$ cat config.mk
export PLATFORM = sky130hd
export DESIGN_NAME = bsg_fifo_1r1w_rolly_ckpt
export DESIGN_NICKNAME = d
export VERILOG_FILES = /design/src/rtl/bsg_fifo_rolly_pkg.sv /design/src/rtl/bsg_fifo_rolly_ckpt_queue.sv /design/src/rtl/bsg_fifo_1r1w_rolly_ckpt.sv
export SDC_FILE = /design/constraint.sdc
export NUM_CORES = 1
export LEC_CHECK = 0
export BUFFER_PORTS_ARGS = -buffer_cell sky130_fd_sc_hd__buf_2
export CAP_MARGIN = 20
export CORE_MARGIN = 2
export CORE_UTILIZATION = 56
export DETAILED_ROUTE_END_ITERATION = 8
export PLACE_DENSITY = 0.86
export SYNTH_ARGS = -nofsm -noshare
export SYNTH_HDL_FRONTEND = slang
export SYNTH_HIERARCHICAL = 1
export SYNTH_SLANG_ARGS = --single-unit
$ cat constraint.sdc
create_clock -name clk_i -period 2.3 [get_ports clk_i]
set_input_delay 0.115 -clock clk_i [delete_from_list [all_inputs] [get_ports clk_i]]
set_output_delay 0.115 -clock clk_i [all_outputs]
set_load 0.05 [all_outputs]
$ cat src/rtl/bsg_fifo_rolly_pkg.sv
// Shared widths and the per-cycle operation bundle for the rolly checkpoint FIFO.
// Helpers: ptr_width (index + wrap bit), ckpt_cnt_width; rolly_op_t = qualified ops.
package bsg_fifo_rolly_pkg;

  // Index bits plus one wrap bit, so full and empty stay distinct.
  function automatic int ptr_width(input int els);
    return $clog2(els) + 1;
  endfunction

  // Count range 0..n inclusive.
  function automatic int ckpt_cnt_width(input int n);
    return $clog2(n + 1);
  endfunction

  typedef struct packed {
    logic enq;
    logic mark;
    logic commit;
    logic drop;
    logic yumi;
    logic deq;
    logic rollback;
    logic clr;
  } rolly_op_t;

endpackage

$ cat src/rtl/bsg_fifo_rolly_ckpt_queue.sv
// Small FIFO of write-pointer checkpoints; entry 0 is always the head.
// Ports: clk_i, reset_i, clear, push, pop, ptr (push value), head, count.
module bsg_fifo_rolly_ckpt_queue
  import bsg_fifo_rolly_pkg::*;
#(
  parameter int els_p = 2,
  parameter int ptr_width_p = 3,
  localparam int cw = ckpt_cnt_width(els_p)
) (
  input  logic                   clk_i,
  input  logic                   reset_i,
  input  logic                   clear,
  input  logic                   push,
  input  logic                   pop,
  input  logic [ptr_width_p-1:0] ptr,
  output logic [ptr_width_p-1:0] head,
  output logic [cw-1:0]          count
);

  logic [ptr_width_p-1:0] ent [els_p];
  logic [ptr_width_p-1:0] nxt [els_p];
  logic [cw-1:0]          widx;

  // A pop shifts everything down first, so the push slot moves too;
  // this is what makes push+pop legal when full.
  assign widx = count - cw'(pop);
  assign head = ent[0];

  always_comb begin
    nxt = ent;
    if (pop) begin
      for (int k = 0; k < els_p - 1; k++) begin
        nxt[k] = ent[k+1];
      end
    end
    if (push) begin
      for (int k = 0; k < els_p; k++) begin
        if (widx == cw'(k)) begin
          nxt[k] = ptr;
        end
      end
    end
  end

  always_ff @(posedge clk_i) begin
    ent <= nxt;
  end

  always_ff @(posedge clk_i) begin
    if (reset_i || clear) begin
      count <= '0;
    end else begin
      count <= count + cw'(push) - cw'(pop);
    end
  end

endmodule

$ cat src/rtl/bsg_fifo_1r1w_rolly_ckpt.sv
// Speculative 1r1w FIFO: epoch-checkpointed write side, rollback read side.
// Ports: v_i/data_i/ready_o enq; mark/commit/drop epochs; ckpt_count_o;
// v_o/data_o/yumi_i read; deq_v_i, rollback_v_i, clr_v_i. Sync active-high reset.
// Define BSG_FIFO_ROLLY_CKPT_ASSERT_EN for simulation checks on illegal use.
module bsg_fifo_1r1w_rolly_ckpt
  import bsg_fifo_rolly_pkg::*;
#(
  parameter int width_p = 8,
  parameter int els_p = 4,
  parameter int ckpt_els_p = 2,
  parameter bit ready_THEN_valid_p = 1'b0,
  localparam int pw = ptr_width(els_p),
  localparam int iw = pw - 1,
  localparam int cw = ckpt_cnt_width(ckpt_els_p)
) (
  input  logic               clk_i,
  input  logic               reset_i,

  input  logic               v_i,
  input  logic [width_p-1:0] data_i,
  output logic               ready_o,

  input  logic               mark_v_i,
  output logic               mark_ready_o,
  input  logic               commit_v_i,
  input  logic               drop_v_i,
  output logic [cw-1:0]      ckpt_count_o,

  output logic               v_o,
  output logic [width_p-1:0] data_o,
  input  logic               yumi_i,

  input  logic               deq_v_i,
  input  logic               rollback_v_i,
  input  logic               clr_v_i
);

  logic [pw-1:0]      rptr;
  logic [pw-1:0]      rcptr;
  logic [pw-1:0]      wptr;
  logic [pw-1:0]      wcptr;
  logic [width_p-1:0] mem [els_p];

  logic [pw-1:0] head;
  logic [cw-1:0] count;
  logic          empty;
  logic          full;
  logic          ckpt_full;
  rolly_op_t     op;

  logic [pw-1:0] wcptr_post;
  logic [pw-1:0] rptr_adv;
  logic [pw-1:0] rcptr_adv;
  logic [pw-1:0] mark_ptr;

  assign empty = (rptr == wcptr);
  assign full = (wptr[iw-1:0] == rcptr[iw-1:0])
              & (wptr[pw-1] != rcptr[pw-1]);
  assign ckpt_full = (count == cw'(ckpt_els_p));

  assign ready_o = ~clr_v_i & ~full;
  assign mark_ready_o = ~clr_v_i & ~drop_v_i & ~ckpt_full;
  assign ckpt_count_o = count;

  assign v_o = ~rollback_v_i & ~empty;
  assign data_o = mem[rptr[iw-1:0]];

  always_comb begin
    op = '0;
    op.enq = (ready_THEN_valid_p ? v_i : (v_i & ready_o))
           & ~clr_v_i;
    op.mark = mark_v_i & mark_ready_o;
    op.commit = commit_v_i & ~clr_v_i & (count != '0);
    op.drop = drop_v_i & ~clr_v_i;
    op.yumi = yumi_i & v_o;
    op.deq = deq_v_i & (rcptr != wcptr);
    op.rollback = rollback_v_i;
    op.clr = clr_v_i;
  end

  // Drop sees the commit result of the same cycle.
  assign wcptr_post = op.commit ? head : wcptr;
  assign rptr_adv = rptr + pw'(op.yumi);
  assign rcptr_adv = rcptr + pw'(op.deq);
  assign mark_ptr = wptr + pw'(op.enq);

  bsg_fifo_rolly_ckpt_queue #(
    .els_p(ckpt_els_p),
    .ptr_width_p(pw)
  ) ckpt_q (
    .clk_i(clk_i),
    .reset_i(reset_i),
    .clear(op.drop | op.clr),
    .push(op.mark),
    .pop(op.commit),
    .ptr(mark_ptr),
    .head(head),
    .count(count)
  );

  always_ff @(posedge clk_i) begin
    if (reset_i) begin
      rptr <= '0;
      rcptr <= '0;
      wptr <= '0;
      wcptr <= '0;
    end else begin
      rcptr <= rcptr_adv;
      // rollback target includes a same-cycle deq
      rptr <= op.rollback ? rcptr_adv : rptr_adv;
      if (op.clr) begin
        wptr <= rptr_adv;
        wcptr <= rptr_adv;
      end else begin
        wcptr <= wcptr_post;
        wptr <= op.drop ? wcptr_post : mark_ptr;
      end
    end
  end

  // A dropped enq still lands in memory; it sits beyond wptr and is dead.
  always_ff @(posedge clk_i) begin
    if (op.enq) begin
      mem[wptr[iw-1:0]] <= data_i;
    end
  end

`ifdef BSG_FIFO_ROLLY_CKPT_ASSERT_EN
  always_ff @(posedge clk_i) begin
    if (!reset_i) begin
      if (yumi_i && !v_o)
        $error("rolly: yumi without valid");
      if (deq_v_i && rcptr == wcptr)
        $error("rolly: deq past committed data");
      if (commit_v_i && count == '0)
        $error("rolly: commit with no epoch");
      if (mark_v_i && !mark_ready_o)
        $error("rolly: mark while not ready");
      if (v_i && full)
        $error("rolly: enq while full");
    end
  end
`else
  // illegal-use checks compiled out; ignore behaviour is unchanged
`endif

endmodule
Yosys cells after proc, flatten, opt, wreduce, memory -nomap -nowiden
Memory sizes are Yosys's and may differ from the RTL's. A register that Yosys moved wholly into a read port is not among the register bits.
Index checks and enable logic that the tools add are counted.
{"block": "classes", "addsub": 6, "n_eq_ne": 6, "mux": 12, "n_bitwise": 20, "reduce_logical": 4}
{"op": "two-way mux 3 bit", "count": 8}
{"op": "bitwise AND 1 bit", "count": 13}
{"op": "adder 3 x 1 -> 3 bit", "count": 3}
{"op": "two-way mux 6 bit", "count": 1}
{"op": "inverter 1 bit", "count": 6}
{"op": "subtractor 2 x 1 -> 2 bit", "count": 2}
{"op": "== test 3 bit", "count": 1}
{"op": "!= test 3 bit", "count": 1}
{"op": "adder 2 x 1 -> 2 bit", "count": 1}
{"op": "== test 2 x 1 -> 1 bit, second input constant", "count": 1}
{"op": "== test 2 bit", "count": 1}
{"op": "== test 2 bit, second input constant", "count": 1}
{"op": "logical NOT 2 bit", "count": 1}
{"op": "two-way mux 1 bit", "count": 2}
{"op": "two-way mux 2 bit", "count": 1}
{"op": "AND reduction 2 bit", "count": 1}
{"op": "nonzero test 2 bit", "count": 1}
{"op": "logical OR 1 bit", "count": 1}
{"op": "!= test 1 bit", "count": 1}
{"op": "bitwise OR 1 bit", "count": 1}
{"block": "word_totals", "reg_bits": 20, "ram_bits": 32, "input_bits": 18, "output_inout_bits": 13, "word_cells": 56, "mem_count": 1}
{"memory": "mem", "words": 4, "width": 8, "read_ports": 1, "rd_ports_with_merged_regs": 1, "wr": 1, "line_no": "bsg_fifo_1r1w_rolly_ckpt.sv:42", "rtl": "logic [width_p-1:0] mem [els_p];"}

Depth between registers and ports, before layout
{"block": "depth", "word_depth": 9, "ltp_mapped": 9, "mapped_depth_nobuf": 8}

Hierarchy
The synthesis kept the hierarchy.
{"module": "bsg_fifo_1r1w_rolly_ckpt", "n_inst": 1, "cells_each": 121, "area_each_um2": 1885.6, "seq_area_each_um2": 1201.2}
{"module": "bsg_fifo_rolly_ckpt_queue", "n_inst": 1, "cells_each": 28, "area_each_um2": 367.9, "seq_area_each_um2": 190.2}

Worst setup path before layout
OpenSTA, ideal clock, no wires.
{"block": "synth_timing", "kind": "register to register", "start": "register rptr[0]", "end": "register rptr[2]", "setup_time_ns": 0.086, "t_arrival_ns": 2.454, "required_time_ns": 2.214, "path_slack_ns": -0.240, "stages_incl_launch_ff": 10, "n_path_buf": 1, "period_less_slack_ns": 2.540, "path_cell_list": "dfxtp_1 -> buf_4 -> xnor2_1 -> a31oi_1 -> and2_1 -> ha_1 -> ha_1 -> xor2_1 -> nor2_1 -> a211oi_1"}
{"block": "synth_via", "elab_chain_cells": 6}
{"element": "start, declared", "line_no": "bsg_fifo_1r1w_rolly_ckpt.sv:38", "rtl": "logic [pw-1:0] rptr;"}
{"element": "start signal, assigned", "line_no": "bsg_fifo_1r1w_rolly_ckpt.sv:110", "rtl": "rptr <= op.rollback ? rcptr_adv : rptr_adv;"}
{"element": "== test 3 bit", "line_no": "bsg_fifo_1r1w_rolly_ckpt.sv:56", "rtl": "assign empty = (rptr == wcptr);"}
{"element": "inverter 1 bit", "line_no": "bsg_fifo_1r1w_rolly_ckpt.sv:65", "rtl": "assign v_o = ~rollback_v_i & ~empty;"}
{"element": "bitwise AND 1 bit", "line_no": "bsg_fifo_1r1w_rolly_ckpt.sv:65"}
{"element": "via v_o", "line_no": "bsg_fifo_1r1w_rolly_ckpt.sv:29", "rtl": "output logic v_o,"}
{"element": "bitwise AND 1 bit", "line_no": "bsg_fifo_1r1w_rolly_ckpt.sv:75", "rtl": "op.yumi = yumi_i & v_o;"}
{"element": "adder 3 x 1 -> 3 bit", "line_no": "bsg_fifo_1r1w_rolly_ckpt.sv:83", "rtl": "assign rptr_adv = rptr + pw'(op.yumi);"}
{"element": "two-way mux 3 bit", "line_no": "bsg_fifo_1r1w_rolly_ckpt.sv:110"}
The timed path passes the listed nets, and every way through them passes these cells.
A chain may end at the register's enable or synchronous reset.

Worst setup path after layout
{"block": "layout_timing", "start": "register wptr[1]", "end": "register wptr[2]"}
{"block": "layout_via", "elab_chain_cells": 9}
{"element": "start, declared", "line_no": "bsg_fifo_1r1w_rolly_ckpt.sv:40", "rtl": "logic [pw-1:0] wptr;"}
{"element": "start signal, assigned", "line_no": "bsg_fifo_1r1w_rolly_ckpt.sv:112", "rtl": "wptr <= rptr_adv;"}
{"element": "start signal, assigned", "line_no": "bsg_fifo_1r1w_rolly_ckpt.sv:116", "rtl": "wptr <= op.drop ? wcptr_post : mark_ptr;"}
{"element": "== test 2 bit", "line_no": "bsg_fifo_1r1w_rolly_ckpt.sv:57", "rtl": "assign full = (wptr[iw-1:0] == rcptr[iw-1:0])"}
{"element": "bitwise AND 1 bit", "line_no": "bsg_fifo_1r1w_rolly_ckpt.sv:58", "rtl": "& (wptr[pw-1] != rcptr[pw-1]);"}
{"element": "inverter 1 bit", "line_no": "bsg_fifo_1r1w_rolly_ckpt.sv:61", "rtl": "assign ready_o = ~clr_v_i & ~full;"}
{"element": "bitwise AND 1 bit", "line_no": "bsg_fifo_1r1w_rolly_ckpt.sv:61"}
{"element": "bitwise AND 1 bit", "line_no": "bsg_fifo_1r1w_rolly_ckpt.sv:70", "rtl": "op.enq = (ready_THEN_valid_p ? v_i : (v_i & ready_o))"}
{"element": "bitwise AND 1 bit", "line_no": "bsg_fifo_1r1w_rolly_ckpt.sv:71", "rtl": "& ~clr_v_i;"}
{"element": "adder 3 x 1 -> 3 bit (*)", "line_no": "bsg_fifo_1r1w_rolly_ckpt.sv:85", "rtl": "assign mark_ptr = wptr + pw'(op.enq);"}
{"element": "via mark_ptr[2]", "line_no": "bsg_fifo_1r1w_rolly_ckpt.sv:54", "rtl": "logic [pw-1:0] mark_ptr;"}
{"element": "two-way mux 3 bit (*)", "line_no": "bsg_fifo_1r1w_rolly_ckpt.sv:116"}
{"element": "two-way mux 3 bit (*)", "line_no": "bsg_fifo_1r1w_rolly_ckpt.sv:111", "rtl": "if (op.clr) begin"}
The timed path passes the listed nets; every way through them passes the cells marked *.

==> qor.csv <==
stage;metric;value;unit
synthesis;Syn Nets;175;
die;I/O pin count;31;
sta;final hold violations;0;
sta;fin crit period;1.998;ns
power;pwr/cell area;799.6;nW/um2
run;max_cap viols;0;
placed_design;routability cong.;0.8794;
power;Flop pwr share;0.528;
min_path;Worst Min Path Start;data_i[0];
layout;Synth-to-Final Area Change;14.05;%
clock_network;Worst-path clk slew;0.10;ns
sta;Fmax;0.5004;GHz
power;VDD IR-drop max;456.6;uV
synthesis;Synth warnings;6;
sta;worst relative slew slack;0.7199;
die;Die ar.;4547;um2
synthesis;share of flip-flops with an asynchronous set or reset;0;
clock_network;Clock Tree Buf Depth;2;
placed_design;# port buffers;30;
layout;ANT cells;0;
synthesis;mapped cell area;2253;um2
clock_network;root buffer cell;clkbuf_8;
route;DRC;0;
critical_path;worst r2r path cells;8;
sta;Final Max Tran Viols;0;
critical_path;WP depth;8;
sta;final setup vio count;0;
route;Final ANT Viol Nets;0;
sta;Final TNS setup;0;ns
power;internal power;1.440;mW
grt;overall routing resource usage;0.2017;
die;core area;3943;um2
layout;share of cells above drive strength 1;0.3441;
clock_network;number of H-tree levels;2;
clock_network;Setup Fix Bufs, Post-CTS;0;
critical_path;slowest stage delay, CP;0.45;ns
synthesis;syn avg cell area;15.12;um2
critical_path;crit path kind;reg2reg;
power;NetSw;614.6;uW
power;LEAKAGE;1.036;nW
critical_path;CP required;2.52;ns
sta;Period Utilization, post-route;0.8689;
min_path;hold depth;1;
synthesis;Synth Flop Type;edfxtp_1;
grt;initial antenna violation count;0;
power;Clock Power Share;0.253;
route;first-iteration detailed-routing DRC count;59;
synthesis;Yosys cell types;31;
critical_path;cell family with most CP delay;compound AO/OA/AOI/OAI gates;
die;die width;67.44;um
grt;first-pass GRT wire length;6.334;mm
route;routed vias/inst;5.631;
min_path;Hold WC Path Type;in2reg;
die;row cnt;23;
layout;Finished Core Util;0.6519;
sta;RSZ-0062 raised after global routing;no;
die;die height;67.44;um
critical_path;Critical Path Sink Type;flop;
power;switching share of power;0.2991;
grt;largest net degree at the start of global routing;19;
clock_network;CTS tree;built;
critical_path;Startpoint Class;flop;
critical_path;CP cell instances;xor2_1 -> o311ai_4 -> inv_2 -> ha_1 -> ha_1 -> xor2_1 -> nand3_1 -> o211ai_1;
grt;Remaining Overflow, GRT;0;
route;DR WL/cell;16.92;um
layout;nets;211;
critical_path;critical path arrival;2.22;ns
status;status;complete, no violations;
clock_network;Post-CTS Hold Fix Bufs;0;
clock_network;Worst-Skew Late Latency;0.31;ns
placed_design;dpl hpwl;3.011;mm
sta;Max Clock Skew;0.01136;ns
route;DRT Pass-1 Iters;4;
synthesis;EDFF count, synth;35;
synthesis;Syn Inst Count;149;
synthesis;Seq/Total Area, Yosys;0.6174;
power;Pwr Total;2.055;mW
clock_network;cts repair resizes;0;
grt;vias in the first global route;1351;
layout;Filler cells;283;
critical_path;Max FO, Critical Path;6;
synthesis;number of synthesized register bits;52;
route;Routed WL;3.992;mm
critical_path;Worst Path Buf+Inv;1;
route;via count;1329;
power;Logic pwr share;0.220;
critical_path;Worst path slowest cell;dfxtp_1;
critical_path;Critical path origin;wptr[1]$_SDFF_PP0_;
sta;Worst-Margin Slew;0.4193;ns
die;Initial Utilization;0.5716;
clock_network;TritonCTS Sinks;52;
clock_network;TritonCTS Buffers;5;
critical_path;r2r startpoint;wptr[1]$_SDFF_PP0_;
## flip-flops by register name (all words and copies together) (netlist names)
signal,count
mem,32
ckpt_q/ent,3
ckpt_q/head,3
rcptr,3
rptr,3
wcptr,3
wptr,3
ckpt_q/count,2
## stage by stage
step / worst slack, ns / area (um2) / hold slack, ns / std cells
2_1_floorplan: 0.08606 / 2263 / 0.1908 / 149
3_3_place_gp: 0.4232 / 2475 / 0.3252 / 228
3_5_place_dp: 0.3595 / 2475 / 0.3339 / 228
4_1_cts: 0.3262 / 2570 / 0.01103 / 236
5_1_grt: 0.1879 / 2570 / 0.005923 / 236
6_report: 0.3016 / 2570 / 0.01955 / 236
## logic make-up (layout without fill, tap and decap cells)
kind of cell / Yosys count / count (layout) / synth area share
compound gates: 13 / 13 / 0.05164
simple gates: 29 / 29 / 0.06830
mux: 20 / 20 / 0.1371
flops: 52 / 52 / 0.6174
xor+xnor: 13 / 13 / 0.05053
buf+inv: 14 / 51 / 0.03054
fa+ha+maj: 8 / 8 / 0.04442
## power groups by stage
stage | sequential (mW) | clock, mW | combinational, mW
after floorplan | 1.09 | 0 | 0.362
after global placement | 1.10 | 0 | 0.439
after detailed placement | 1.10 | 0 | 0.457
after CTS | 1.08 | 0.534 | 0.458
after global routing | 1.09 | 0.573 | 0.490
final | 1.08 | 0.519 | 0.452
## layout by cell type, fill, tap and decap left out
master and n:
nand2_1 2, edfxtp_1 35, a21oi_2 1, o211ai_2 1
nand3_1 5, mux2_2 7, clkbuf_8 5, ha_1 8
buf_2 30, o21ai_0 1, nor2_1 8, inv_2 2
o211ai_1 1, buf_4 5, xnor2_1 5, o221ai_1 2
nand3b_1 1, inv_1 6, o31a_1 1, a21oi_1 1
nor3b_1 5, and3_1 1, mux2i_1 5, inv_6 1
a211oi_1 3, and2_1 2, o311ai_4 1, xor2_1 8
mux4_2 8, a31oi_2 1, clkinv_4 2, dfxtp_1 17
nor2b_1 2, nor3_1 3
## layer usage
layer / vias to the layer above / global-route usage / part of all wire
li1: 632 / - / -
met3: 7 / 0.06667 / 0.072
met5: - / 0 / 0
met4: 0 / 0.08163 / 0.018
met1: 633 / 0.2287 / 0.38
met2: 57 / 0.3502 / 0.53
## synthesized netlist by cell type, drive strengths merged (2+ instances only)
cell / number / area share
a211oi: 3 / 0.010
a21oi: 2 / 0.0044
and2: 2 / 0.0056
buf: 5 / 0.016
dfxtp: 17 / 0.15
edfxtp: 35 / 0.47
ha: 8 / 0.044
inv: 8 / 0.013
mux2: 7 / 0.035
mux2i: 5 / 0.022
mux4: 8 / 0.080
nand2: 2 / 0.0033
nand3: 5 / 0.011
nor2: 8 / 0.013
nor2b: 2 / 0.0056
nor3: 3 / 0.0067
nor3b: 5 / 0.017
o211ai: 2 / 0.0089
o221ai: 2 / 0.0078
xnor2: 5 / 0.019
xor2: 8 / 0.031
## cell type report
class                           count  area (um2)  share of cell area
Clock buffer                        5       68.82             0.02678
Clock inverter                      3       26.28             0.01022
Inverter                            8       30.03             0.01168
Multi-Input combinational cell     83       803.3              0.3126
Sequential cell                    52        1391              0.5414
Tap cell                           50       62.56             0.02434
Timing Repair Buffer               35       187.7             0.07303
## worst paths after layout
path	slack, ns	to
worst max-delay path	0.30	wptr[2]$_SDFF_PP0_
worst min-delay path	0.02	mem[1][0]$_DFFE_PP_
worst max register to register	0.30	wptr[2]$_SDFF_PP0_
worst min register to register	0.61	ckpt_q/head[2]$_DFF_P_
(Power assumes the default switching activity.)
